<file path="src/rtl/mips_ctrl_pkg.sv">
// Shared encodings for the multi-cycle MIPS-subset controller: states, ALU ops,
// opcode/funct constants, datapath mux selects and the per-state control bundle.
package mips_ctrl_pkg;

    typedef enum logic [3:0] {
        S_FETCH    = 4'd0,
        S_DECODE   = 4'd1,
        S_EXEC_R   = 4'd2,
        S_WB_R     = 4'd3,
        S_EXEC_I   = 4'd4,
        S_WB_I     = 4'd5,
        S_MEM_ADDR = 4'd6,
        S_MEM_RD   = 4'd7,
        S_WB_MEM   = 4'd8,
        S_MEM_WR   = 4'd9,
        S_BRANCH   = 4'd10,
        S_JUMP     = 4'd11,
        S_JAL      = 4'd12,
        S_JR       = 4'd13,
        S_JALR     = 4'd14
    } state_t;

    typedef enum logic [3:0] {
        ALU_NOP = 4'd0, ALU_ADD = 4'd1, ALU_SUB = 4'd2, ALU_AND = 4'd3,
        ALU_OR  = 4'd4, ALU_XOR = 4'd5, ALU_NOR = 4'd6, ALU_SLT = 4'd7,
        ALU_SLL = 4'd8, ALU_SRL = 4'd9
    } alu_op_t;

    typedef enum logic [1:0] {PCS_ALU, PCS_ALUOUT, PCS_JUMP, PCS_RS} pc_source_t;
    typedef enum logic [1:0] {SRCB_B, SRCB_4, SRCB_IMM, SRCB_IMM_SH} alu_src_b_t;
    typedef enum logic [1:0] {RD_RT, RD_RD, RD_R31} reg_dst_t;
    typedef enum logic [1:0] {M2R_ALU, M2R_MDR, M2R_PC} mem_to_reg_t;

    typedef enum logic [3:0] {
        CL_ILLEGAL, CL_R, CL_I, CL_MEM, CL_BR, CL_J, CL_JAL, CL_JR, CL_JALR
    } iclass_t;

    localparam logic [5:0] OP_RTYPE = 6'h00;
    localparam logic [5:0] OP_J     = 6'h02;
    localparam logic [5:0] OP_JAL   = 6'h03;
    localparam logic [5:0] OP_BEQ   = 6'h04;
    localparam logic [5:0] OP_BNE   = 6'h05;
    localparam logic [5:0] OP_ADDI  = 6'h08;
    localparam logic [5:0] OP_SLTI  = 6'h0A;
    localparam logic [5:0] OP_ANDI  = 6'h0C;
    localparam logic [5:0] OP_LH    = 6'h21;
    localparam logic [5:0] OP_LW    = 6'h23;
    localparam logic [5:0] OP_SH    = 6'h29;
    localparam logic [5:0] OP_SW    = 6'h2B;

    localparam logic [5:0] FN_SLL  = 6'h00;
    localparam logic [5:0] FN_SRL  = 6'h02;
    localparam logic [5:0] FN_JR   = 6'h08;
    localparam logic [5:0] FN_JALR = 6'h09;
    localparam logic [5:0] FN_ADD  = 6'h20;
    localparam logic [5:0] FN_SUB  = 6'h22;
    localparam logic [5:0] FN_AND  = 6'h24;
    localparam logic [5:0] FN_OR   = 6'h25;
    localparam logic [5:0] FN_XOR  = 6'h26;
    localparam logic [5:0] FN_NOR  = 6'h27;
    localparam logic [5:0] FN_SLT  = 6'h2A;

    typedef struct packed {
        logic        mem_req;
        logic        mem_we;
        logic        mem_half;
        logic        iord;
        logic        ir_write;
        logic        mdr_write;
        logic        pc_write;
        pc_source_t  pc_source;
        logic        alu_src_a;
        alu_src_b_t  alu_src_b;
        alu_op_t     alu_op;
        logic        reg_write;
        reg_dst_t    reg_dst;
        mem_to_reg_t mem_to_reg;
        logic        illegal;
    } ctrl_t;

endpackage

</file>
<file path="src/rtl/multicycle_controller_if.sv">
// Unified instruction/data memory request channel with ready handshake.
interface multicycle_controller_if;
    logic mem_req;
    logic mem_we;
    logic mem_half;
    logic iord;
    logic mem_ready;

    modport master (output mem_req, mem_we, mem_half, iord, input mem_ready);
    modport slave  (input mem_req, mem_we, mem_half, iord, output mem_ready);
endinterface

</file>
<file path="src/rtl/mc_decode.sv">
// Combinational instruction classifier: opcode/funct to class, ALU op and access size.
module mc_decode
    import mips_ctrl_pkg::*;
(
    input  logic [5:0] opcode,
    input  logic [5:0] funct,
    output iclass_t    cls,
    output alu_op_t    alu_op_r,
    output alu_op_t    alu_op_i,
    output logic       is_load,
    output logic       is_half,
    output logic       illegal
);
    always_comb begin
        cls      = CL_ILLEGAL;
        alu_op_r = ALU_NOP;
        alu_op_i = ALU_NOP;
        is_load  = 1'b0;
        is_half  = 1'b0;
        case (opcode)
            OP_RTYPE: begin
                cls = CL_R;
                case (funct)
                    FN_ADD:  alu_op_r = ALU_ADD;
                    FN_SUB:  alu_op_r = ALU_SUB;
                    FN_AND:  alu_op_r = ALU_AND;
                    FN_OR:   alu_op_r = ALU_OR;
                    FN_XOR:  alu_op_r = ALU_XOR;
                    FN_NOR:  alu_op_r = ALU_NOR;
                    FN_SLT:  alu_op_r = ALU_SLT;
                    FN_SLL:  alu_op_r = ALU_SLL;
                    FN_SRL:  alu_op_r = ALU_SRL;
                    FN_JR:   cls = CL_JR;
                    FN_JALR: cls = CL_JALR;
                    default: cls = CL_ILLEGAL;
                endcase
            end
            OP_ADDI: begin cls = CL_I; alu_op_i = ALU_ADD; end
            OP_ANDI: begin cls = CL_I; alu_op_i = ALU_AND; end
            OP_SLTI: begin cls = CL_I; alu_op_i = ALU_SLT; end
            OP_LW:   begin cls = CL_MEM; is_load = 1'b1; end
            OP_LH:   begin cls = CL_MEM; is_load = 1'b1; is_half = 1'b1; end
            OP_SW:   cls = CL_MEM;
            OP_SH:   begin cls = CL_MEM; is_half = 1'b1; end
            OP_BEQ,
            OP_BNE:  cls = CL_BR;
            OP_J:    cls = CL_J;
            OP_JAL:  cls = CL_JAL;
            default: cls = CL_ILLEGAL;
        endcase
    end

    assign illegal = (cls == CL_ILLEGAL);
endmodule

</file>
<file path="src/rtl/multicycle_controller.sv">
// Multi-cycle sequencer: per-state mux selects, register enables and memory
// requests for a shared-ALU, single-memory MIPS-subset datapath.
module multicycle_controller
    import mips_ctrl_pkg::*;
#(
    parameter state_t RESET_STATE = S_FETCH
) (
    input  logic                           clk,
    input  logic                           rst_n,
    input  logic [5:0]                     opcode,
    input  logic [5:0]                     funct,
    input  logic                           zero,
    multicycle_controller_if.master        mem,
    output logic                           ir_write,
    output logic                           mdr_write,
    output logic                           pc_write,
    output logic [1:0]                     pc_source,
    output logic                           alu_src_a,
    output logic [1:0]                     alu_src_b,
    output logic [3:0]                     alu_op,
    output logic                           reg_write,
    output logic [1:0]                     reg_dst,
    output logic [1:0]                     mem_to_reg,
    output logic                           illegal,
    output logic [3:0]                     state
);
    state_t  state_q, state_d;
    ctrl_t   ctrl, ctrl_o;
    iclass_t cls;
    alu_op_t alu_op_r, alu_op_i;
    logic    is_load, is_half, dec_illegal;

    mc_decode u_decode (
        .opcode   (opcode),
        .funct    (funct),
        .cls      (cls),
        .alu_op_r (alu_op_r),
        .alu_op_i (alu_op_i),
        .is_load  (is_load),
        .is_half  (is_half),
        .illegal  (dec_illegal)
    );

    always_ff @(posedge clk or negedge rst_n) begin
        if (!rst_n) state_q <= RESET_STATE;
        else        state_q <= state_d;
    end

    always_comb begin
        ctrl    = '0;
        state_d = state_q;
        case (state_q)
            S_FETCH: begin
                ctrl.mem_req   = 1'b1;
                ctrl.alu_src_b = SRCB_4;
                ctrl.alu_op    = ALU_ADD;
                if (mem.mem_ready) begin
                    ctrl.ir_write  = 1'b1;
                    ctrl.pc_write  = 1'b1;
                    ctrl.pc_source = PCS_ALU;
                    state_d        = S_DECODE;
                end
            end
            S_DECODE: begin
                // Speculative branch target into ALUOut while the class resolves.
                ctrl.alu_src_b = SRCB_IMM_SH;
                ctrl.alu_op    = ALU_ADD;
                if (dec_illegal) begin
                    ctrl.illegal = 1'b1;
                    state_d      = S_FETCH;
                end else begin
                    case (cls)
                        CL_R:    state_d = S_EXEC_R;
                        CL_I:    state_d = S_EXEC_I;
                        CL_MEM:  state_d = S_MEM_ADDR;
                        CL_BR:   state_d = S_BRANCH;
                        CL_J:    state_d = S_JUMP;
                        CL_JAL:  state_d = S_JAL;
                        CL_JR:   state_d = S_JR;
                        CL_JALR: state_d = S_JALR;
                        default: state_d = S_FETCH;
                    endcase
                end
            end
            S_EXEC_R: begin
                ctrl.alu_src_a = 1'b1;
                ctrl.alu_src_b = SRCB_B;
                ctrl.alu_op    = alu_op_r;
                state_d        = S_WB_R;
            end
            S_WB_R: begin
                ctrl.reg_write = 1'b1;
                ctrl.reg_dst   = RD_RD;
                state_d        = S_FETCH;
            end
            S_EXEC_I: begin
                ctrl.alu_src_a = 1'b1;
                ctrl.alu_src_b = SRCB_IMM;
                ctrl.alu_op    = alu_op_i;
                state_d        = S_WB_I;
            end
            S_WB_I: begin
                ctrl.reg_write = 1'b1;
                state_d        = S_FETCH;
            end
            S_MEM_ADDR: begin
                ctrl.alu_src_a = 1'b1;
                ctrl.alu_src_b = SRCB_IMM;
                ctrl.alu_op    = ALU_ADD;
                state_d        = is_load ? S_MEM_RD : S_MEM_WR;
            end
            S_MEM_RD: begin
                ctrl.mem_req  = 1'b1;
                ctrl.iord     = 1'b1;
                ctrl.mem_half = is_half;
                if (mem.mem_ready) begin
                    ctrl.mdr_write = 1'b1;
                    state_d        = S_WB_MEM;
                end
            end
            S_WB_MEM: begin
                ctrl.reg_write  = 1'b1;
                ctrl.mem_to_reg = M2R_MDR;
                state_d         = S_FETCH;
            end
            S_MEM_WR: begin
                ctrl.mem_req  = 1'b1;
                ctrl.mem_we   = 1'b1;
                ctrl.iord     = 1'b1;
                ctrl.mem_half = is_half;
                if (mem.mem_ready) state_d = S_FETCH;
            end
            S_BRANCH: begin
                ctrl.alu_src_a = 1'b1;
                ctrl.alu_src_b = SRCB_B;
                ctrl.alu_op    = ALU_SUB;
                ctrl.pc_source = PCS_ALUOUT;
                ctrl.pc_write  = (opcode == OP_BNE) ? ~zero : zero;
                state_d        = S_FETCH;
            end
            S_JUMP, S_JAL: begin
                ctrl.pc_write  = 1'b1;
                ctrl.pc_source = PCS_JUMP;
                if (state_q == S_JAL) begin
                    ctrl.reg_write  = 1'b1;
                    ctrl.reg_dst    = RD_R31;
                    ctrl.mem_to_reg = M2R_PC;
                end
                state_d = S_FETCH;
            end
            S_JR, S_JALR: begin
                ctrl.pc_write  = 1'b1;
                ctrl.pc_source = PCS_RS;
                if (state_q == S_JALR) begin
                    ctrl.reg_write  = 1'b1;
                    ctrl.reg_dst    = RD_RD;
                    ctrl.mem_to_reg = M2R_PC;
                end
                state_d = S_FETCH;
            end
            default: state_d = S_FETCH;
        endcase
    end

    // Outputs are forced low combinationally so a request dies the instant reset asserts.
    assign ctrl_o = rst_n ? ctrl : '0;

    assign mem.mem_req  = ctrl_o.mem_req;
    assign mem.mem_we   = ctrl_o.mem_we;
    assign mem.mem_half = ctrl_o.mem_half;
    assign mem.iord     = ctrl_o.iord;
    assign ir_write     = ctrl_o.ir_write;
    assign mdr_write    = ctrl_o.mdr_write;
    assign pc_write     = ctrl_o.pc_write;
    assign pc_source    = ctrl_o.pc_source;
    assign alu_src_a    = ctrl_o.alu_src_a;
    assign alu_src_b    = ctrl_o.alu_src_b;
    assign alu_op       = ctrl_o.alu_op;
    assign reg_write    = ctrl_o.reg_write;
    assign reg_dst      = ctrl_o.reg_dst;
    assign mem_to_reg   = ctrl_o.mem_to_reg;
    assign illegal      = ctrl_o.illegal;
    assign state        = rst_n ? state_q : 4'd0;
endmodule

</file>
<file path="src/flat_wrapper.sv">
// flat-port wrapper written by rule: the top's interface ports become plain ports
module multicycle_controller_flat import mips_ctrl_pkg::*;
#(
    parameter state_t RESET_STATE = S_FETCH
)
  (clk, rst_n, opcode, funct, zero, ir_write, mdr_write, pc_write, pc_source, alu_src_a, alu_src_b, alu_op, reg_write, reg_dst, mem_to_reg, illegal, state, mem_mem_req, mem_mem_we, mem_mem_half, mem_iord, mem_mem_ready);
  multicycle_controller_if mem_i ();
  input  logic clk;
  input  logic rst_n;
  input  logic [5:0] opcode;
  input  logic [5:0] funct;
  input  logic zero;
  output logic ir_write;
  output logic mdr_write;
  output logic pc_write;
  output logic [1:0] pc_source;
  output logic alu_src_a;
  output logic [1:0] alu_src_b;
  output logic [3:0] alu_op;
  output logic reg_write;
  output logic [1:0] reg_dst;
  output logic [1:0] mem_to_reg;
  output logic illegal;
  output logic [3:0] state;
  output wire logic [$bits(mem_i.mem_req)-1:0] mem_mem_req;
  output wire logic [$bits(mem_i.mem_we)-1:0] mem_mem_we;
  output wire logic [$bits(mem_i.mem_half)-1:0] mem_mem_half;
  output wire logic [$bits(mem_i.iord)-1:0] mem_iord;
  input wire logic [$bits(mem_i.mem_ready)-1:0] mem_mem_ready;
  assign mem_mem_req = mem_i.mem_req;
  assign mem_mem_we = mem_i.mem_we;
  assign mem_mem_half = mem_i.mem_half;
  assign mem_iord = mem_i.iord;
  assign mem_i.mem_ready = mem_mem_ready;
  multicycle_controller #(.RESET_STATE(RESET_STATE)) u_core (.clk(clk), .rst_n(rst_n), .opcode(opcode), .funct(funct), .zero(zero), .mem(mem_i), .ir_write(ir_write), .mdr_write(mdr_write), .pc_write(pc_write), .pc_source(pc_source), .alu_src_a(alu_src_a), .alu_src_b(alu_src_b), .alu_op(alu_op), .reg_write(reg_write), .reg_dst(reg_dst), .mem_to_reg(mem_to_reg), .illegal(illegal), .state(state));
endmodule
</file>
<file path="config.mk">
export PLATFORM = sky130hd
export DESIGN_NAME = multicycle_controller_flat
export DESIGN_NICKNAME = d
export VERILOG_FILES = /design/src/rtl/mips_ctrl_pkg.sv /design/src/rtl/multicycle_controller_if.sv /design/src/rtl/mc_decode.sv /design/src/rtl/multicycle_controller.sv /design/src/flat_wrapper.sv
export SDC_FILE = /design/constraint.sdc
export NUM_CORES = 1
export LEC_CHECK = 0
export CAP_MARGIN = 20
export CORE_ASPECT_RATIO = 0.75
export CORE_MARGIN = 3
export CORE_UTILIZATION = 47
export DETAILED_ROUTE_END_ITERATION = 8
export PLACE_DENSITY = 0.86
export SYNTH_ARGS = -nofsm -noshare
export SYNTH_HDL_FRONTEND = slang
export SYNTH_SLANG_ARGS = --single-unit
</file>
<file path="constraint.sdc">
create_clock -name clk -period 3.4 [get_ports clk]
set_input_delay 0.51 -clock clk [delete_from_list [all_inputs] [get_ports clk]]
set_output_delay 0.51 -clock clk [all_outputs]
set_load 0.02 [all_outputs]
</file>
Word-level counts from Yosys, hierarchy flattened --
Memories as Yosys holds them, arrays and structs flattened. Index checks and enable logic that the tools add are counted.
Operators by class: eq/ne operators 38, bitwise operators 1, reduce and logical (&&, ||, !) cells 17, mux-type cells 33
Operator list (count):
- $eq A6 B6 Y1 const B | 11
- $pmux W4 S9 | 1
- $pmux W6 S6 | 1
- $eq A6 B4 Y1 const B | 5
- $eq A4 B4 Y1 const B | 7
- $mux W4 | 7
- $pmux W4 S7 | 1
- $pmux W4 S6 | 1
- $mux W22 | 1
- $eq A6 B2 Y1 const B | 3
- $eq A4 B3 Y1 const B | 4
- $eq A6 B3 Y1 const B | 2
- $logic_not A6 Y1 | 2
- $pmux W2 S3 | 2
- $pmux W3 S4 | 1
- $pmux W4 S3 | 1
- $reduce_or A2 Y1 | 6
- $mux W1 | 11
- $mux W5 | 2
- $pmux W3 S3 | 1
- $reduce_or A3 Y1 | 3
- $reduce_or A9 Y1 | 1
- $eq A4 B2 Y1 const B | 2
- $logic_not A4 Y1 | 2
- other kinds (8) | 11
Word-level totals: output and inout bits 26, input bits 16, logic and storage cells 91, bits in read-only memories 64, memories 1, register bits after elaboration 4
Memory list:
- (no name shown) | depth 16, bits a word 4, rd ports 1, clocked after Yosys merged registers in 0, wr ports 0, RTL line multicycle_controller.sv:72 | case (cls)

Longest topological paths before layout --
Gate-level depths: netlist of the first run.
word-level depth 8, mapped depth 6, depth with buffers taken out 4

By module --
From an unflattened synthesis of the first run, not the netlist that was laid out.
Unflattened totals: cells, all modules 176, area, all modules 1137.3 um2
By module, submodules not included:
- multicycle_controller | cells each 122, area each 779.5 um2, instances 1
- mc_decode | cells each 54, area each 357.8 um2, instances 1

Worst setup path before layout of the first run --
No wires, ideal clock.
path kind input to output, from input opcode[3], to output alu_op[2], setup slack 0.891 ns, data arrival time 1.999 ns, data required time 2.890 ns, path buffers 1, stages 5, cells stage by stage buf_6 > or4_4 > nor4_4 > o2111ai_1 > a21oi_1
Between the ends: word-level cells in the longest chain between the ends 4, elaborated cells between the ends (all ways) 8, classes of those cells eq/ne (3); mux (4); reduce/logical (1)
Ends and longest elaborated chain:
- start, declared | RTL line flat_wrapper.sv:10 | input logic [5:0] opcode;
- $eq A6 B4 Y1 / $logic_not A6 Y1 (equally long branches) | RTL line mc_decode.sv:20 | case (opcode)
- $pmux W3 S3 / $mux W4 (equally long branches) | RTL line mc_decode.sv:20
- $pmux W6 S6 (*) | RTL line multicycle_controller.sv:52 | case (state_q)
- $mux W22 (*) | RTL line multicycle_controller.sv:166 | assign ctrl_o = rst_n ? ctrl : '0;
- end, declared | RTL line flat_wrapper.sv:19 | output logic [3:0] alu_op;
Every way passes the cells marked *; elsewhere a longest branch is shown, timed or not.

Worst setup path after layout of the first run --
from input opcode[2], to output alu_op[1]
The elaborated chain is that of the path after synthesis.

==> reports/results.tsv, run 1 <==
metric	value	unit
antenna_found_initial	0	
max_freq	301	MHz
synthArstFlopShare	100	%
ctsLongestPathBuffers	2	
drv_cap	0	
portBuffers	41	
post-cts-setup-buffer-count	0	
die_y	47.2	µm
drc	0	
avgSynthCellArea	6.69	µm²
synth_edf_count	0	
ys_seq_elements	4	
die_area	2880	µm²
gr-usage-all-layers	26.5	%
rows	14	
slew_headroom	61.9	%
grt-ovfl-total	0	
fillerInstances	152	
stdcell_count	231	
ys_warn_count	0	
cts_root_buffer	clkbuf_4	
routedWlPerCell	15.7	µm
fin_nets	225	
via_per_inst	6.24	
r2r_start	u_core.state_q[1]$_DFFE_PN0P_	
synthFlopType	dfrtp_1	
synthCells	159	
antenna_cells	0	
status	finished clean	
wl	3.62	mm
criticalPathCategory	input pin to output port	
finalSetupViolCount	0	
fin_ws	0.0798	ns
min-delay-start	u_core.state_q[3]$_DFFE_PN0P_	
arrival	2.81	ns
core_area	2070	µm²
cts_tree	built	
largestRegisters	u_core.state_q (4)	
finalWeightedCongestion	0.909	
drive_above_1_share	14.5	%
dpl.cell_count	228	
clk_latency	0.24	ns
dp_hpwl	2.83	mm
cts_made_buffers	3	
cp_max_fo	4	
area_growth	50.8	%
grt_first_pass_wirelength	5.73	mm
worstSetupEndpointType	output port	
place_ws	0.0516	ns
fin_crit	3.32	ns
path_clk_slew	0.04	ns
synth_cell_types	49	
grt_pass1_vias	1263	
finalCritPeriodShare	97.7	%
drv_slew	0	
syn-num-nets	175	
worstPathRequired	2.89	ns
antenna_left	0	
syn_area	1060	µm²
largest_reg_flops	4	
via_count	1442	
regMostFlops	u_core.state_q	
worst_ir_drop_vdd	0.225	mV
worst_slew_pin_slew	0.570	ns
boundaryPins	42	
critPathLaunchType	input pin	
finalHoldViolations	0	
skew	0.00110	ns
synth_seq_area_share	9.41	%
hold_path_class	flip-flop to flip-flop	
fp.dieW	60.9	µm
drtIter0Drc	165	
power_leakage	0.000613	µW
p_per_area	465	nW/µm²
grt_start_max_net_pins	25	
initial_core_util	51.5	%
htreeDepth	1	
drtPass1Iterations	5	
cts_resized	0	
postCtsHoldBufs	0	
critPathLaunch	opcode[2]	
clock_sinks	4	
[worst paths after layout]
check,to,slack (ns),cells after the start
worst min register to register,u_core.state_q[0]$_DFFE_PN0P_,0.72,2
min in group asynchronous,u_core.state_q[1]$_DFFE_PN0P_,0.81,2
max in group asynchronous,u_core.state_q[2]$_DFFE_PN0P_,2.47,2
worst max-delay path,alu_op[1],0.08,6
worst max register to register,u_core.state_q[1]$_DFFE_PN0P_,1.60,5
worst min-delay path,u_core.state_q[0]$_DFFE_PN0P_,0.72,2
[synth_stat cells (4+ instances only)]
library cell | number | area share (%)
nor2b_1 | 4 | 2.4
a21boi_0 | 4 | 2.8
nand2_1 | 14 | 4.9
o211ai_1 | 4 | 2.8
inv_1 | 6 | 2.1
dfrtp_1 | 4 | 9.4
clkbuf_1 | 11 | 3.9
nor3_1 | 4 | 1.9
nor2_1 | 21 | 7.4
o21ai_0 | 8 | 3.8
nor3b_1 | 5 | 3.5
nand3b_1 | 5 | 3.5
a21oi_1 | 10 | 4.7
nand2b_1 | 9 | 5.3
[metal layers]
| metal | global-route usage, % | up-vias | share of wire [%] |
|---|---|---|---|
| met4 | 10.8 | 0 | 1.4 |
| met2 | 39.9 | 92 | 46 |
| met1 | 37.5 | 657 | 42 |
| li1 | - | 686 | - |
| met5 | 0 | - | 0 |
| met3 | 4.67 | 7 | 11 |
[logic make-up after synthesis]
family / count (synthesis) / share of synthesized area (%)
xor+xnor: 3 / 2.47
buf+inv: 19 / 7.76
compound gates: 44 / 28.5
simple gates: 87 / 49.9
mux: 2 / 2.00
flops: 4 / 9.41
[placed cells by master, fill, tap and decap left out, types with 3 or more instances in the layout]
master	instances
clkdlybuf4s50_1	40
o2111ai_1	3
and2_1	3
nor2_1	21
nand2b_1	9
nand3b_1	5
inv_1	6
clkbuf_4	3
o21ai_0	8
o21a_1	3
nor3_1	4
nand2_1	14
o211ai_1	4
nor2b_1	4
dfrtp_1	4
nor3b_1	5
a21boi_0	4
buf_4	17
a21oi_1	10
xor2_1	3
[worst max-delay path, stage by stage]
cell	delay, ns
clkdlybuf4s50_1	0.42
or4_4	0.58
nor4_4	0.35
o211ai_1	0.15
a21oi_1	0.18
clkdlybuf4s50_1	0.63
[power by group]
| group | total, µW | switching (µW) | internal [µW] |
|---|---|---|---|
| Sequential | 70.7 | 6.63 | 64.1 |
| Clock | 62.8 | 23.1 | 39.7 |
| Combinational | 612 | 351 | 262 |
| Total | 746 | 380 | 366 |
[stage by stage]
stage               instance area, µm²  hold slack [ns]  setup TNS (ns)  utilization (%)  power [µW]
CTS                               1590            0.711               0             77.1         741
floorplan                         1060            0.214               0                -         461
detailed placement                1570            0.708               0             76.0         678
finish                            1600            0.715               0             77.6         746
global route                      1600            0.757        -0.00711             77.6         796
global placement                  1570            0.700               0             76.0         664
[layout make-up]
class                   count  area (µm²)  area share, %
inverters                   6        22.5           1.40
flip-flops and latches      4         100           6.24
repair buffers             58         541           33.7
well taps                  24        30.0           1.87
multi-input cells         136         888           55.4
clock buffers               3        22.5           1.40
Note: power is estimated with default switching activity, not from simulation.
==> inputs of run 2 (changes only) <==
--- a/config.mk
+++ b/config.mk
@@ -11,6 +11,7 @@
 export CORE_UTILIZATION = 47
 export DETAILED_ROUTE_END_ITERATION = 8
 export PLACE_DENSITY = 0.86
+export SLEW_MARGIN = 20
 export SYNTH_ARGS = -nofsm -noshare
 export SYNTH_HDL_FRONTEND = slang
 export SYNTH_SLANG_ARGS = --single-unit
==> results of run 2 <==
Same layout as run 1: the final DEF is identical, and so are final timing and power.
